**config.mk**
```make
export PLATFORM = sky130hd
export DESIGN_NAME = multi_reg_sequencer
export DESIGN_NICKNAME = d
export VERILOG_FILES = /design/src/rtl/multi_reg_sequencer_pkg.sv /design/src/rtl/multi_reg_sequencer_lsb_pick.sv /design/src/rtl/multi_reg_sequencer.sv
export SDC_FILE = /design/constraint.sdc
export NUM_CORES = 1
export LEC_CHECK = 0
export ABC_AREA = 1
export BUFFER_PORTS_ARGS = -buffer_cell sky130_fd_sc_hd__buf_2
export CAP_MARGIN = 20
export CORE_AREA = 2 2 131 133
export CTS_BUF_LIST = sky130_fd_sc_hd__clkbuf_4
export DETAILED_ROUTE_END_ITERATION = 8
export DIE_AREA = 0 0 133 135
export GPL_TIMING_DRIVEN = 0
export PLACE_DENSITY = 0.83
export SETUP_SLACK_MARGIN = 0.15
export SLEW_MARGIN = 30
export SYNTH_ARGS = -nofsm -noshare
export SYNTH_HDL_FRONTEND = slang
export SYNTH_SLANG_ARGS = --single-unit
```
**constraint.sdc**
```tcl
create_clock -name Clk -period 2.9 [get_ports Clk]
set_clock_uncertainty 0.15 [all_clocks]
set_input_delay 0.145 -clock Clk [delete_from_list [all_inputs] [get_ports Clk]]
set_output_delay 0.145 -clock Clk [all_outputs]
set_load 0.02 [all_outputs]
```
**src/rtl/multi_reg_sequencer_pkg.sv**
```systemverilog
// Shared definitions for the LDM/STM register-list sequencer and the
// multi-register encoder that consumes its one-hot word.
package multi_reg_sequencer_pkg;

   typedef enum logic [1:0] {StIdle, StRun, StDone} seqStateT;

   localparam logic [31:0] WORD_BYTES   = 32'd4;
   localparam int unsigned REG_LIST_LSB = 16;

   // Addressing modes encoded as {Up, Pre}
   localparam logic [1:0] MODE_DA = 2'b00;
   localparam logic [1:0] MODE_DB = 2'b01;
   localparam logic [1:0] MODE_IA = 2'b10;
   localparam logic [1:0] MODE_IB = 2'b11;

   function automatic logic [4:0] popCount(input logic [15:0] vec);
      logic [4:0] cnt;
      cnt = '0;
      for (int i = 0; i < 16; i++) begin
         cnt = cnt + {4'd0, vec[i]};
      end
      return cnt;
   endfunction

endpackage

```
**src/rtl/multi_reg_sequencer_lsb_pick.sv**
```systemverilog
// Combinational lowest-set-bit selector: isolates the lowest set bit of a
// 16-bit vector and reports its index and whether any bit was set.
module multi_reg_sequencer_lsb_pick (
   input  logic [15:0] vec,
   output logic [15:0] oneHot,
   output logic [3:0]  index,
   output logic        found
);

   always_comb begin
      oneHot = vec & (~vec + 16'd1);
      found  = |vec;
      index  = 4'd0;
      // Scan downwards so the lowest set bit wins
      for (int i = 15; i >= 0; i--) begin
         if (vec[i]) begin
            index = 4'(i);
         end
      end
   end

endmodule

```
**src/rtl/multi_reg_sequencer.sv**
```systemverilog
// Walks an LDM/STM register list lowest register first, presenting one
// transfer per handshake along with its address and the base writeback value.
module multi_reg_sequencer
   import multi_reg_sequencer_pkg::*;
(
   input  logic        Clk,
   input  logic        Reset,
   input  logic        Start,
   input  logic [15:0] RegList,
   input  logic [31:0] Base,
   input  logic        Up,
   input  logic        Pre,
   input  logic        Next,
   output logic        Busy,
   output logic        Valid,
   output logic [31:0] OneHot,
   output logic [3:0]  RegNum,
   output logic [31:0] Addr,
   output logic        Last,
   output logic        Done,
   output logic [31:0] WbAddr,
   output logic [4:0]  Count
);

   seqStateT    stateQ, stateD;
   logic [15:0] pendingQ, pendingD;
   logic [31:0] addrQ, addrD;
   logic [31:0] wbAddrQ, wbAddrD;
   logic [4:0]  countQ, countD;

   logic [15:0] curOneHot;
   logic [3:0]  curIndex;
   logic        curFound;
   logic [15:0] restOneHot;
   logic [3:0]  restIndex;
   logic        restFound;
   logic        isLast;

   logic [4:0]  listCount;
   logic [31:0] listBytes;

   multi_reg_sequencer_lsb_pick uPickCur (
      .vec    (pendingQ),
      .oneHot (curOneHot),
      .index  (curIndex),
      .found  (curFound)
   );

   // Second picker sees the list with the current bit removed; if nothing is
   // left, the current transfer is the final one.
   multi_reg_sequencer_lsb_pick uPickRest (
      .vec    (pendingQ & ~curOneHot),
      .oneHot (restOneHot),
      .index  (restIndex),
      .found  (restFound)
   );

   assign isLast    = curFound & ~restFound;
   assign listCount = popCount(RegList);
   assign listBytes = {27'd0, listCount} * WORD_BYTES;

   always_ff @(posedge Clk or posedge Reset) begin
      if (Reset) begin
         stateQ   <= StIdle;
         pendingQ <= '0;
         addrQ    <= '0;
         wbAddrQ  <= '0;
         countQ   <= '0;
      end else begin
         stateQ   <= stateD;
         pendingQ <= pendingD;
         addrQ    <= addrD;
         wbAddrQ  <= wbAddrD;
         countQ   <= countD;
      end
   end

   always_comb begin
      stateD   = stateQ;
      pendingD = pendingQ;
      addrD    = addrQ;
      wbAddrD  = wbAddrQ;
      countD   = countQ;

      unique case (stateQ)
         StIdle: begin
            if (Start) begin
               pendingD = RegList;
               countD   = listCount;
               wbAddrD  = Up ? (Base + listBytes) : (Base - listBytes);
               // Every mode walks upwards, so decrementing modes start low
               unique case ({Up, Pre})
                  MODE_IA: addrD = Base;
                  MODE_IB: addrD = Base + WORD_BYTES;
                  MODE_DA: addrD = Base - listBytes + WORD_BYTES;
                  MODE_DB: addrD = Base - listBytes;
               endcase
               stateD = (listCount != 5'd0) ? StRun : StDone;
            end
         end
         StRun: begin
            if (Next) begin
               pendingD = pendingQ & ~curOneHot;
               addrD    = addrQ + WORD_BYTES;
               if (isLast) begin
                  stateD = StDone;
               end
            end
         end
         StDone: begin
            stateD = StIdle;
         end
         default: begin
            stateD = StIdle;
         end
      endcase
   end

   assign Valid  = (stateQ == StRun);
   assign Busy   = (stateQ != StIdle);
   assign Done   = (stateQ == StDone);
   assign Last   = Valid & isLast;
   assign RegNum = Valid ? curIndex : 4'd0;
   assign OneHot = Valid ? ({16'd0, curOneHot} << REG_LIST_LSB) : 32'd0;
   assign Addr   = addrQ;
   assign WbAddr = wbAddrQ;
   assign Count  = countQ;

endmodule
```
==> key figures <==
STA
  – Measured slew at the worst slew-check pin: roughly 900 ps
  – Max Slew Vio Count: 0
  – Period utilisation layout: 1.87
  – Minimum clock period: 5420 ps
  – Slew headroom: 0.398
  – FMAX: about 180 MHz
  – RSZ-0062 raised after global routing: true
  – Hold Fails Final Rpt: 0
  – # setup viols final: 66
  – Final WS setup: -2520 ps

Setup path
  – Data required time of the critical path: around 3200 ps
  – Arrival time worst endpoint: roughly 5700 ps
  – Reg2reg end: WbAddr[13]$_DFFE_PP0P_
  – Crit end category: flop
  – Slowest CP cell: fa_2
  – WS Path Type: in -> reg
  – CP most frequent cell: nand2_1
  – Reg-to-reg setup timing slack: about 100 ps
  – Largest stage delay on the critical path: ~600 ps
  – CP Max Fanout: 4
  – Start of the worst register-to-register path: stateQ[1]$_DFFE_PP0P_
  – Startpoint types: primary input
  – Reg2Reg Depth: 7

Place
  – Global placer's final weighted congestion: approximately 1.0
  – Post-DP Area: 10900 um2
  – Port Buf Inserts: about 130
  – Dpl hpwl: between 20000 and 30000 um

Yosys
  – Yosys warnings: 0
  – Area leader, netlist: dfrtp_1
  – Post-Synthesis Cells: 1577
  – Seq/Total Area, Yosys: 0.223
  – EDFF count, synth: 0
  – Top-count cell post-synth: nand2_1
  – Top cells by count, synth: nand2_1, inv_1, nor2_1, nand3_1, o21ai_0
  – Post-synthesis cell type count: 53
  – Synth async-reset ratio: 1.00
  – Mapped Area: about 9800 um2
  – Area contributors post-synth: dfrtp_1, nand2_1, inv_1
  – Post-synthesis area per instance: about 6.2 um2
  – Top cell type's share of synthesized area: 0.223
  – Primary FF master, synth: dfrtp_1
  – FF+latch count, synth: 87

Global route
  – GRT overflow: 0
  – Gr usage total: 0.404
  – Met2 Use GR: 0.661
  – Met1 Use GR: 0.505
  – Most used routing layer: met2
  – Vias in the first global route: 11507
  – Initial antenna violation count: 3
  – Met3 Use GR: 0.0762
  – Largest net degree at the start of global routing: 54
  – First-pass GRT wire length: between 50000 and 60000 um

Power and ir drop
  – Sw Share: 0.573
  – Max IR drop VDD: roughly 1.0 mV
  – Net Switching: 7710 uW
  – Clock share of power: 0.056
  – Power share of the combinational group: 0.766
  – Int Pwr: 5740 uW
  – PD cells: between 1000 and 1500 nW/um2
  – Flop pwr share: 0.178
  – Leak Pwr: roughly 0.0063 uW

Finish
  – Final non-filler cell area: about 13000 um2
  – Final Net Count: ~1900
  – Share of layout cells above drive strength 1: 0.293
  – Area Growth Syn to Fin: 33.2%
  – Utilization after layout: 0.792

Run status
  – Failing checks: design-rule violations, negative setup slack
  – Status: finished, violations left

Hold path
  – Hold-critical path endpoint: Addr[6]$_DFFE_PP0P_
  – Startpoint of the worst hold path: Base[6]
  – Hold crit path type: in -> reg
  – Hold Crit Depth: 3

Routing
  – Drt total wl: 40500 um
  – # DRC: 26
  – Vias/cell: 6.25
  – Wire length per cell: 19.4 um
  – Total number of vias: roughly 13000
  – TritonRoute pass-1 iters: 9
  – Initial drt markers: roughly 2000
  – DRT antenna net count: 0

CTS
  – Clk_lat worst skew: 530 ps
  – Root Driver: clkbuf_4
  – Clock Tree Buf Depth: 2
  – TritonCTS clock tree: done
  – Total CTS buffers: 9
  – Clock sink total: 87
  – H-tree depth: 3
  – Clock transition at path regs: ~160 ps

Floorplanning
  – Ports: approximately 160
  – Die Span Y: around 140 um
  – Initial core utilization: 0.595
  – Die area: about 18000 um2
  – Row count: 47
  – Area of the core: roughly 16000 um2
  – Die Wd: roughly 130 um

Run
  – Max_cap viols: 0
==> flip-flops by register name, summed over array words and instances (netlist names) <==
name,count
Count,5
pendingQ,16
stateQ,2
WbAddr,32
Addr,32
==> routing by layer <==
metal | part of all wire | vias to the layer above | wire [um]
met1 | 0.35 | 5807 | 14400
met3 | 0.13 | 363 | 5270
met2 | 0.43 | 1193 | 17600
li1 | - | 5665 | -
met5 | 0.00030 | - | 12
met4 | 0.080 | 2 | 3260
==> cells in the final DEF, fill, tap and decap left out, types with 29 or more instances in the layout <==
cell type	count
nand3_1	106
nand2_2	55
clkbuf_1	33
buf_4	74
nand2_1	369
inv_1	176
dlygate4sd3_1	45
buf_6	33
buf_2	137
dfrtp_1	85
nor2_1	133
o211ai_1	34
o21ai_0	70
nor2_4	33
nand4_1	29
a21oi_1	59
nor3_1	34
==> power groups by stage <==
stage	Clock [uW]	Sequential, uW	Combinational [uW]
floorplan	0	2860	5070
global placement	0	2350	7670
detailed placement	0	2370	7850
CTS	753	2360	8980
global route	809	2470	10900
finish	758	2390	10300
==> cells by family (layout without fill, tap and decap cells) <==
group | Yosys count | after routing | share of synthesized area
AND/OR/NAND/NOR | 879 | 879 | 0.418
XOR/XNOR | 30 | 30 | 0.0269
other | 1 | 19 | 0.000384
flip-flops | 87 | 87 | 0.223
buffers and inverters | 294 | 563 | 0.128
AO/OA/AOI/OAI | 253 | 253 | 0.151
adder cells (fa/ha/maj) | 33 | 33 | 0.0515
==> how the worst max path moves through the flow <==
stage | from | end | slack [ps] | cells after the start
floorplan | RegList[9] | Addr[22]$_DFFE_PP0P_ | -2260 | 26
global placement | RegList[0] | Addr[25]$_DFFE_PP0P_ | -2930 | 31
detailed placement | RegList[0] | Addr[25]$_DFFE_PP0P_ | -3080 | 31
CTS | RegList[13] | Addr[25]$_DFFE_PP0P_ | -2160 | 31
global route | RegList[1] | Addr[25]$_DFFE_PP0P_ | -2550 | 31
finish | RegList[9] | Addr[24]$_DFFE_PP0P_ | -2520 | 31
==> metrics by stage <==
| stage | total power (uW) | TNS (ps) | cells | hold WS, ps | setup slack [ps] |
|---|---|---|---|---|---|
| after floorplan | 7930 | -111770 | 1592 | 130 | -2260 |
| after global placement | 10000 | -214200 | 1946 | 220 | -2930 |
| after detailed placement | 10200 | -160940 | 1947 | -2.94 | -3080 |
| after CTS | 12100 | -110560 | 2052 | -232 | -2160 |
| after global routing | 14200 | -129870 | 2084 | 8.80 | -2550 |
| final | 13400 | -124870 | 2084 | 4.42 | -2520 |
==> repair_timing <==
action	in CTS	in global routing
gates cloned	1	0
pin swaps	82	63
hold endpoints to repair	137	1
endpoints found under the setup margin	88	84
resized for setup	154	109
setup buffers	44	28
hold buffers	44	1
==> final cells by class <==
| type | instances | area, um2 |
|---|---|---|
| tap | 220 | 275 |
| fill | 1096 | 3410 |
| timing repair buffer | 253 | 1820 |
| sequential | 87 | 2180 |
| buffer | 81 | 472 |
| antenna | 3 | 7.51 |
| inverter | 213 | 832 |
| multi-input combinational | 1211 | 7270 |
| clock inverter | 7 | 72.6 |
| clock buffer | 9 | 67.6 |
==> critical path, delay by kind of cell <==
| family | cells | cell delay (ps) |
|---|---|---|
| compound gates | 2 | 230 |
| fa+ha+maj | 7 | 2830 |
| buf+inv | 5 | 430 |
| simple gates | 17 | 2060 |
Power figures use the tool's default switching activity.
